`src/rtl/calc_pkg.sv`:
```
// Shared calculator definitions: key codes, keypad scanner states and the
// row/column to key-code map used by the keypad scanner.
package calc_pkg;

    localparam logic [3:0] KEY_EQUAL = 4'd10;
    localparam logic [3:0] KEY_AC    = 4'd11;
    localparam logic [3:0] KEY_PLUS  = 4'd12;
    localparam logic [3:0] KEY_MINUS = 4'd13;
    localparam logic [3:0] KEY_MULT  = 4'd14;
    localparam logic [3:0] KEY_DIV   = 4'd15;

    typedef enum logic [2:0] {
        SCAN,
        DEBOUNCE,
        EMIT,
        STROBE,
        HOLD
    } scan_state_e;

    // Column 3 holds the operators, row 3 holds AC/0/equal, the rest are digits 1-9.
    function automatic logic [3:0] key_code(input logic [1:0] r, input logic [1:0] c);
        logic [3:0] code;
        code = 4'd0;
        if (c == 2'd3) begin
            code = KEY_PLUS + {2'b00, r};
        end else if (r == 2'd3) begin
            if (c == 2'd0) begin
                code = KEY_AC;
            end else if (c == 2'd1) begin
                code = 4'd0;
            end else begin
                code = KEY_EQUAL;
            end
        end else begin
            code = ({2'b00, r} * 4'd3) + {2'b00, c} + 4'd1;
        end
        return code;
    endfunction

endpackage

```
`src/rtl/keypad_debounce.sv`:
```
// Row synchroniser plus a stable-level counter; flags the cycle on which the
// selected row bit has matched the expected level for DEBOUNCE_CYCLES cycles.
module keypad_debounce #(
    parameter int DEBOUNCE_CYCLES = 20000
) (
    input  logic       clk,
    input  logic       reset,
    input  logic [3:0] row,
    input  logic [1:0] sel,
    input  logic       level,
    input  logic       clear,
    output logic [3:0] rs,
    output logic       stable
);
    import calc_pkg::*;

    localparam int CW = (DEBOUNCE_CYCLES > 1) ? $clog2(DEBOUNCE_CYCLES) : 1;
    localparam logic [CW-1:0] TERM = CW'(DEBOUNCE_CYCLES - 1);

    logic [3:0]    meta_q, meta_d;
    logic [3:0]    rs_q, rs_d;
    logic [CW-1:0] cnt_q, cnt_d;
    logic          match;

    // The counter restarts on any mismatch and clears itself once it has fired.
    always_comb begin
        meta_d = row;
        rs_d   = meta_q;
        match  = (rs_q[sel] == level);
        stable = 1'b0;
        cnt_d  = '0;
        if (!clear && match) begin
            if (cnt_q == TERM) begin
                stable = 1'b1;
            end else begin
                cnt_d = cnt_q + CW'(1);
            end
        end
    end

    always_ff @(posedge clk) begin
        if (reset) begin
            meta_q <= 4'hF;
            rs_q   <= 4'hF;
            cnt_q  <= '0;
        end else begin
            meta_q <= meta_d;
            rs_q   <= rs_d;
            cnt_q  <= cnt_d;
        end
    end

    assign rs = rs_q;

endmodule

```
`src/rtl/keypad_scanner.sv`:
```
// 4x4 keypad scanner: rotates the column drive, debounces press and release,
// and emits one kbEN pulse per accepted key with pressedkey set up a cycle early.
module keypad_scanner #(
    parameter int SCAN_DIV        = 1000,
    parameter int DEBOUNCE_CYCLES = 20000
) (
    input  logic       clk,
    input  logic       reset,
    input  logic [3:0] row,
    output logic [3:0] col,
    output logic       kbEN,
    output logic [3:0] pressedkey
);
    import calc_pkg::*;

    localparam int SW = (SCAN_DIV > 1) ? $clog2(SCAN_DIV) : 1;
    localparam logic [SW-1:0] SCAN_LAST = SW'(SCAN_DIV - 1);

    scan_state_e   state_q, state_d;
    logic [SW-1:0] scan_cnt_q, scan_cnt_d;
    logic [1:0]    col_idx_q, col_idx_d;
    logic [1:0]    row_idx_q, row_idx_d;
    logic [3:0]    key_q, key_d;
    logic [3:0]    rs;
    logic          stable;
    logic          level;
    logic          clear;
    logic [1:0]    low_row;

    assign level = (state_q == HOLD);
    assign clear = !((state_q == DEBOUNCE) || (state_q == HOLD));

    keypad_debounce #(
        .DEBOUNCE_CYCLES(DEBOUNCE_CYCLES)
    ) u_debounce (
        .clk   (clk),
        .reset (reset),
        .row   (row),
        .sel   (row_idx_q),
        .level (level),
        .clear (clear),
        .rs    (rs),
        .stable(stable)
    );

    always_comb begin
        low_row = 2'd0;
        for (int i = 3; i >= 0; i--) begin
            if (!rs[i]) begin
                low_row = 2'(i);
            end
        end
    end

    // pressedkey is loaded on entry to EMIT so it leads the STROBE pulse by a cycle.
    always_comb begin
        state_d    = state_q;
        scan_cnt_d = scan_cnt_q;
        col_idx_d  = col_idx_q;
        row_idx_d  = row_idx_q;
        key_d      = key_q;
        case (state_q)
            SCAN: begin
                if (scan_cnt_q == SCAN_LAST) begin
                    scan_cnt_d = '0;
                    if (rs != 4'hF) begin
                        row_idx_d = low_row;
                        state_d   = DEBOUNCE;
                    end else begin
                        col_idx_d = col_idx_q + 2'd1;
                    end
                end else begin
                    scan_cnt_d = scan_cnt_q + SW'(1);
                end
            end
            DEBOUNCE: begin
                if (rs[row_idx_q]) begin
                    state_d = SCAN;
                end else if (stable) begin
                    key_d   = key_code(row_idx_q, col_idx_q);
                    state_d = EMIT;
                end
            end
            EMIT: begin
                state_d = STROBE;
            end
            STROBE: begin
                state_d = HOLD;
            end
            HOLD: begin
                if (stable) begin
                    col_idx_d = col_idx_q + 2'd1;
                    state_d   = SCAN;
                end
            end
            default: begin
                state_d = SCAN;
            end
        endcase
    end

    always_ff @(posedge clk) begin
        if (reset) begin
            state_q    <= SCAN;
            scan_cnt_q <= '0;
            col_idx_q  <= 2'd0;
            row_idx_q  <= 2'd0;
            key_q      <= 4'd0;
        end else begin
            state_q    <= state_d;
            scan_cnt_q <= scan_cnt_d;
            col_idx_q  <= col_idx_d;
            row_idx_q  <= row_idx_d;
            key_q      <= key_d;
        end
    end

    assign col        = ~(4'b0001 << col_idx_q);
    assign kbEN       = (state_q == STROBE);
    assign pressedkey = key_q;

endmodule

```
`config.mk`:
```
export PLATFORM = sky130hd
export DESIGN_NAME = keypad_scanner
export DESIGN_NICKNAME = d
export VERILOG_FILES = /design/src/rtl/calc_pkg.sv /design/src/rtl/keypad_debounce.sv /design/src/rtl/keypad_scanner.sv
export SDC_FILE = /design/constraint.sdc
export NUM_CORES = 1
export LEC_CHECK = 0
export ABC_AREA = 1
export BUFFER_PORTS_ARGS = -buffer_cell sky130_fd_sc_hd__buf_2
export CAP_MARGIN = 20
export CORE_MARGIN = 3
export CORE_UTILIZATION = 55
export CTS_BUF_LIST = sky130_fd_sc_hd__clkbuf_16
export DETAILED_ROUTE_END_ITERATION = 6
export PLACE_DENSITY = 0.74
export RECOVER_POWER = 25
export SYNTH_ARGS = -nofsm -noshare
export SYNTH_HDL_FRONTEND = slang
export SYNTH_SLANG_ARGS = --single-unit
```
`constraint.sdc`:
```
create_clock -name clk -period 2.4 [get_ports clk]
set_input_delay 0.12 -clock clk [delete_from_list [all_inputs] [get_ports clk]]
set_output_delay 0.12 -clock clk [all_outputs]
set_load 0.01 [all_outputs]
```
==> results of run 1 <==
[layer usage]
layer / vias up / global-route usage (%)
li1: 1003 / -
met1: 845 / 23.1
met2: 28 / 28.5
met3: 4 / 4.06
met4: 0 / 3.19
met5: - / 0
[power by group through the flow]
stage	combinational (W)	clock (W)	sequential [W]
6_report	0.0000354	0.000757	0.000748
5_1_grt	0.0000406	0.000802	0.000749
4_1_cts	0.0000359	0.000769	0.000748
3_5_place_dp	0.0000354	0	0.000764
3_3_place_gp	0.0000345	0	0.000763
2_1_floorplan	0.0000270	0	0.000762
[cells by family after synthesis]
kind of cell,count (synthesis),synth area share [%]
adder cells (fa/ha/maj),12,7.41
AND/OR/NAND/NOR,139,29.9
flip-flops,44,39.5
XOR/XNOR,10,3.93
AO/OA/AOI/OAI,43,10.4
buffers and inverters,52,8.87
[how the worst max path moves through the flow]
stage            startpoint       endpoint  slack, ns
2_1_floorplan  row_idx_q[0]  pressedkey[1]       0.53
3_3_place_gp   row_idx_q[0]  pressedkey[1]       0.47
3_5_place_dp   row_idx_q[0]  pressedkey[1]       0.41
4_1_cts        row_idx_q[0]  pressedkey[1]       0.40
5_1_grt        row_idx_q[0]  pressedkey[1]       0.29
6_report       row_idx_q[0]  pressedkey[1]       0.40
[layout make-up]
| cell class | instances | area (sq um) | share of cell area (%) |
|---|---|---|---|
| sequential | 44 | 881 | 35.1 |
| multi-input combinational | 204 | 1150 | 45.9 |
| clock inverter | 3 | 42.5 | 1.70 |
| timing repair buffer | 15 | 67.6 | 2.69 |
| tap | 48 | 60.1 | 2.40 |
| clock buffer | 5 | 125 | 4.99 |
| inverter | 48 | 180 | 7.19 |
[cell usage in the layout, fill, tap and decap left out, drive strengths merged, types with 2 or more instances in the layout]
| master | Yosys | routed |
|---|---|---|
| a211oi | 2 | 2 |
| a21oi | 22 | 22 |
| buf | 2 | 9 |
| clkbuf | 2 | 11 |
| dfxtp | 44 | 44 |
| fa | 2 | 2 |
| ha | 10 | 10 |
| inv | 48 | 48 |
| nand2 | 47 | 47 |
| nand3 | 19 | 19 |
| nand4 | 9 | 9 |
| nor2 | 37 | 37 |
| nor3 | 15 | 15 |
| o21ai | 14 | 14 |
| or2 | 10 | 10 |
| xnor2 | 2 | 2 |
| xor2 | 8 | 8 |
[state kept, by name (all words and copies together), names as in the netlist]
signal and count:
col_idx_q 2, scan_cnt_q 10, u_debounce.meta_q 4, u_debounce.rs 4
state_q 3, row_idx_q 2, pressedkey 4, u_debounce.cnt_q 15
[through the flow]
| step | hold slack, ns | std cells |
|---|---|---|
| finish | 0.0180 | 367 |
| global route | 0.0237 | 367 |
| floorplan | 0.224 | 300 |
| detailed placement | 0.306 | 359 |
| CTS | 0.0158 | 367 |
| global placement | 0.301 | 359 |
==> flow_metrics.tcl, run 1 <==
set metrics [dict create \
    status "finished clean" \
    combPwrFrac_pct 2.3 \
    htree_levels 2 \
    setup.worst_path.end_class "flop" \
    grt_use_total_pct 17.2 \
    place_worst_setup_slack_ns 0.415 \
    fp.dieH_um 69.7 \
    max_freq_mhz 499 \
    critical_path_cell_count 6 \
    clock-sinks 44 \
    cts_tree "yes" \
    first_pass_iters 4 \
    dp_hpwl_um 3010 \
    grt_pass1_vias 1642 \
    worst_pin_slew_ns 0.751 \
    synth_edf_count 0 \
    switching_power_w 0.000296 \
    vdd_drop_max_mv 0.420 \
    cp_data_arrival_time_ns 2.22 \
    first_pass_grt_wire_length_um 7070 \
    drt-met1-wl_um 2050 \
    final_hold_fails 0 \
    boundaryPins 15 \
    clockPowerShare_pct 49.2 \
    synth.top_cell.area_share_pct 39.5 \
    final_min_period_over_clock_period_pct 83.5 \
    hold_path_end "u_debounce.meta_q[1]" \
    post-route-worst-setup-slack_ns 0.396 \
    detail-route-antenna-nets 0 \
    detailed_route_wire_length_um 4040 \
    start_kind "flop" \
    worstHoldStart "row[1]" \
    core_area_sq_um 3770 \
    synth_area_sq_um 2230 \
    drt_first_iter_violations 109 \
    globalplace.congestion 0.858 \
    number_of_buffers_created_by_cts 5 \
    areaGrowthSynthToFinish_pct 12.5 \
    final.setup_skew_ns 0.00368 \
    effective_utilization_at_floorplan_pct 59.1 \
    cp_slowest_stage_delay_ns 0.52 \
    nNetsFinal 336 \
    dpl-instance-area_sq_um 2350 \
    finalSetupViolations 0 \
    synth.distinct_cells 33 \
    vias 1880 \
    final-max-slew-violation-count 0 \
    syn_nets 318 \
    avgRoutedWirePerCell_um 11.0 \
    finish.instance_area_sq_um 2510 \
    drv.max_cap_violation_count 0 \
    slew_headroom_pct 50.0 \
    worstReg2RegEnd "pressedkey[1]" \
    cts_root_buf "sky130_fd_sc_hd__clkbuf_16" \
    worst_path_class_setup "flop to flop" \
    cts.repair.resized 0 \
    top_layer_used "met4" \
    setup.reg_to_reg.worst_slack_ns 0.40 \
    total_negative_slack_for_setup_checks_ns 0 \
    min-delay-path-class "primary input to flop" \
    post_synth_arst_share_pct 0 \
    clock_insertion_delay_worst_skew_ns 0.28 \
    grt_start_max_net_pins 20 \
    yosys_warnings 0 \
    synth_top_cells_by_area "sky130_fd_sc_hd__dfxtp_1 40%, sky130_fd_sc_hd__nand2_1 7.6%, sky130_fd_sc_hd__inv_1 7.2%, sky130_fd_sc_hd__nor2_1 5.9%, sky130_fd_sc_hd__ha_1 5.6%" \
    timing.critical_path.max_delay_family "adder cells" \
    initial_antenna_violation_count 0 \
    reg2reg_from "row_idx_q[0]" \
    netlist.top_cell.by_area "sky130_fd_sc_hd__dfxtp_1" \
    gr-total-overflow 0 \
    cts_hold_buf 0 \
    ff2ff_path_depth 6 \
    synthesis_stage_register_bit_count 44 \
    slowest_stage "sky130_fd_sc_hd__fa_1" \
    unrepaired_setup_endpoints_after_global_routing "false" \
    cp_max_fo 7 \
    synth-main-ff-cell "sky130_fd_sc_hd__dfxtp_1" \
    internal_power_w 0.00124 \
    final_period_minus_worst_setup_slack_ns 2.00 \
    switching_share_pct 19.2 \
    placement_rows 22 \
    cts.repair_timing.setup_buffer_count 0 \
    synth.avg_cell_area_sq_um 7.43 \
    synthTopCellsByCount "45 x sky130_fd_sc_hd__nand2_1, 44 x sky130_fd_sc_hd__dfxtp_1, 43 x sky130_fd_sc_hd__inv_1, 35 x sky130_fd_sc_hd__nor2_1, 22 x sky130_fd_sc_hd__a21oi_1" \
    antenna_cells_inserted 0 \
    filler_cell_count 338 \
    worstPathRequired_ns 2.61 \
    total_power_w 0.00154 \
    met3RoutedLength_um 153 \
    drc 0 \
    crit_buf_inv 0 \
    fp.dieArea_sq_um 4850 \
    power_leakage_nw 1.04 \
    avgViaCountPerCell 5.12 \
    post_synthesis_instance_total 300 \
    power_frac_seq_pct 48.5 \
    power.density_nw_per_um2 614 \
    drive_gt1_share_pct 12.2 \
    holdPathStages 2 \
    die_width_um 69.7 \
    worst_path_most_repeated_cell "sky130_fd_sc_hd__fa_1" \
    portBuffers 14 \
    cts.reportedPaths.clkPinSlew_ns 0.06 \
    detailroute.wirelength.met2_um 1810 \
    yosysMostFrequentCell "sky130_fd_sc_hd__nand2_1" \
    final_core_utilization_pct 66.5 \
    crit_chain "fa_1 -> fa_1 -> nand2_1 -> a22oi_1 -> o21ai_0 -> a21oi_1" \
    yosysSeqAreaShare_pct 39.5 \
    clockBufferDepth 2 \
]
Note: power is estimated with default switching activity, not from simulation.
==> inputs of run 2 (changes only) <==
==> constraint.sdc (replaced) <==
create_clock -name clk -period 1.9 [get_ports clk]
set_input_delay 0.095 -clock clk [delete_from_list [all_inputs] [get_ports clk]]
set_output_delay 0.095 -clock clk [all_outputs]
set_load 0.01 [all_outputs]
==> run 2 against run 1 <==
  * Via count rose by 4.2%
  * Sequential cell count unchanged
  * Sequential power grew 26%
  * Worst hold slack better by 0.18 ns
  * Sequential share of layout area is 1.6 points lower
  * Die area is the same
  * Clock power grew 27%
  * Design area increased by 4.8%
  * Core utilization rose by 3.2 points
  * Register-to-register slack worse by 0.33 ns
  * Setup slack worse by 0.33 ns
  * Global-route usage is 0.67 points higher
  * Critical path type unchanged
==> flow_metrics.tcl, run 2 (synthesized netlist as in run 1, its figures left out) <==
set metrics [dict create \
    layout.cells.most_common "sky130_fd_sc_hd__nand2_1" \
    instances_no_fill 381 \
    post-route-worst-setup-slack_ns 0.0681 \
    worst_path_most_repeated_cell "sky130_fd_sc_hd__fa_1" \
    globalplace.congestion 0.823 \
    grt_pass1_vias 1712 \
    total_power_w 0.00196 \
    cp_data_arrival_time_ns 2.04 \
    switching_share_pct 19.3 \
    grt_use_total_pct 17.9 \
    ff2ff_path_depth 6 \
    place_worst_setup_slack_ns 0.0587 \
    finalSetupViolations 0 \
    cp_slowest_stage_delay_ns 0.53 \
    combPwrFrac_pct 2.8 \
    clockBufferDepth 2 \
    fp.dieArea_sq_um 4850 \
    boundaryPins 15 \
    cts_root_buf "sky130_fd_sc_hd__clkbuf_16" \
    drt_first_iter_violations 98 \
    holdPathStages 3 \
    vdd_drop_max_mv 0.567 \
    start_kind "flop" \
    cp_max_fo 2 \
    portBuffers 14 \
    htree_levels 2 \
    placement_rows 22 \
    cts.reportedPaths.clkPinSlew_ns 0.06 \
    min-delay-path-class "primary input to flop" \
    power_leakage_nw 1.12 \
    internal_power_w 0.00158 \
    largest_register_ff_count 15 \
    avgRoutedWirePerCell_um 10.9 \
    slowest_stage "sky130_fd_sc_hd__fa_1" \
    drive_gt1_share_pct 15.3 \
    vias 1959 \
    cts_tree "yes" \
    drv.max_cap_violation_count 0 \
    clock_insertion_delay_worst_skew_ns 0.28 \
    power_frac_seq_pct 48.2 \
    nNetsFinal 350 \
    final_core_utilization_pct 69.7 \
    worstHoldStart "reset" \
    worstReg2RegEnd "pressedkey[1]" \
    reg2reg_from "row_idx_q[0]" \
    first_pass_grt_wire_length_um 7150 \
    status "finished clean" \
    layout.cells.most_common_list "45 x sky130_fd_sc_hd__nand2_1, 44 x sky130_fd_sc_hd__dfxtp_1, 43 x sky130_fd_sc_hd__inv_1, 35 x sky130_fd_sc_hd__nor2_1, 22 x sky130_fd_sc_hd__a21oi_1" \
    final_period_minus_worst_setup_slack_ns 1.83 \
    avgViaCountPerCell 5.14 \
    die_width_um 69.7 \
    setup.worst_path.end_class "flop" \
    reg.largest.list "u_debounce.cnt_q x15, scan_cnt_q x10" \
    place_inst 368 \
    initial_antenna_violation_count 0 \
    first_pass_iters 4 \
    worst_path_class_setup "flop to flop" \
    final-max-slew-violation-count 0 \
    crit_chain "fa_1 -> fa_1 -> nand2_1 -> a22oi_1 -> o21ai_1 -> a21oi_1" \
    total_negative_slack_for_setup_checks_ns 0 \
    worst_pin_slew_ns 0.373 \
    max_freq_mhz 546 \
    slew_headroom_pct 75.1 \
    worstPathRequired_ns 2.11 \
    clockPowerShare_pct 49.0 \
    gr-total-overflow 0 \
    final_hold_fails 0 \
    startpoint "row_idx_q[0]" \
    regMostFlops "u_debounce.cnt_q" \
    hold_path_end "scan_cnt_q[1]" \
    switching_power_w 0.000378 \
    setup.reg_to_reg.worst_slack_ns 0.07 \
    unrepaired_setup_endpoints_after_global_routing "false" \
    fp.dieH_um 69.7 \
    final.setup_skew_ns 0.00587 \
    grt_start_max_net_pins 19 \
    dp_hpwl_um 3030 \
    effective_utilization_at_floorplan_pct 59.1 \
    number_of_buffers_created_by_cts 5 \
    core_area_sq_um 3770 \
    final_min_period_over_clock_period_pct 96.4 \
    areaGrowthSynthToFinish_pct 17.8 \
    power.density_nw_per_um2 745 \
    drc 0 \
    clock-sinks 44 \
    antenna_cells_inserted 0 \
    detailed_route_wire_length_um 4160 \
    detail-route-antenna-nets 0 \
]
run 2: per-stage QoR:
step                      cell area (sq um)  hold slack, ns
final                                  2630           0.202
after detailed placement               2420           0.282
after global placement                 2420           0.277
after floorplan                        2230           0.199
after global routing                   2630           0.233
after CTS                              2630           0.210
run 2: power by group through the flow:
stage | registers (W) | logic (W) | clock network (W)
2_1_floorplan | 0.000963 | 0.0000341 | 0
3_3_place_gp | 0.000964 | 0.0000471 | 0
3_5_place_dp | 0.000965 | 0.0000492 | 0
4_1_cts | 0.000944 | 0.0000560 | 0.000978
5_1_grt | 0.000945 | 0.0000636 | 0.00102
6_report | 0.000944 | 0.0000554 | 0.000959
run 2: layout make-up:
type                            instances  area [sq um]
Tap cell                               48          60.1
Sequential cell                        44           881
Clock inverter                          3          42.5
Inverter                               48           180
Fill cell                             315          1140
Clock buffer                            5           125
Multi-Input combinational cell        204          1150
Timing Repair Buffer                   29           188
run 2: what timing repair did:
action | 4_1_cts | 5_1_grt
hold endpoints to repair | 4 | 0
hold buffers | 4 | 0
buffers inserted | 0 | 1
endpoints found under the setup margin | 0 | 2
gates resized for setup | 0 | 3
run 2: worst max path at each step:
| stage | to | slack [ns] | cells past startpoint |
|---|---|---|---|
| after CTS | pressedkey[1] | 0.05 | 6 |
| final | pressedkey[1] | 0.07 | 6 |
| after floorplan | pressedkey[1] | 0.03 | 6 |
| after detailed placement | pressedkey[1] | 0.06 | 6 |
| after global placement | pressedkey[1] | 0.09 | 6 |
| after global routing | pressedkey[1] | 0.006 | 6 |
run 2: critical path: cells and delay by family (launching register included):
family	cells	cell delay, ns
flip-flops	1	0.33
AND/OR/NAND/NOR	1	0.05
AO/OA/AOI/OAI	3	0.35
adder cells (fa/ha/maj)	2	1.05
run 2: layer usage:
layer	global-route usage [%]	up-vias	wire length, um
met3	3.77	9	166
met4	7.02	0	60
met1	22.0	869	2040
met2	30.4	42	1890
li1	-	1039	-
met5	0	-	0
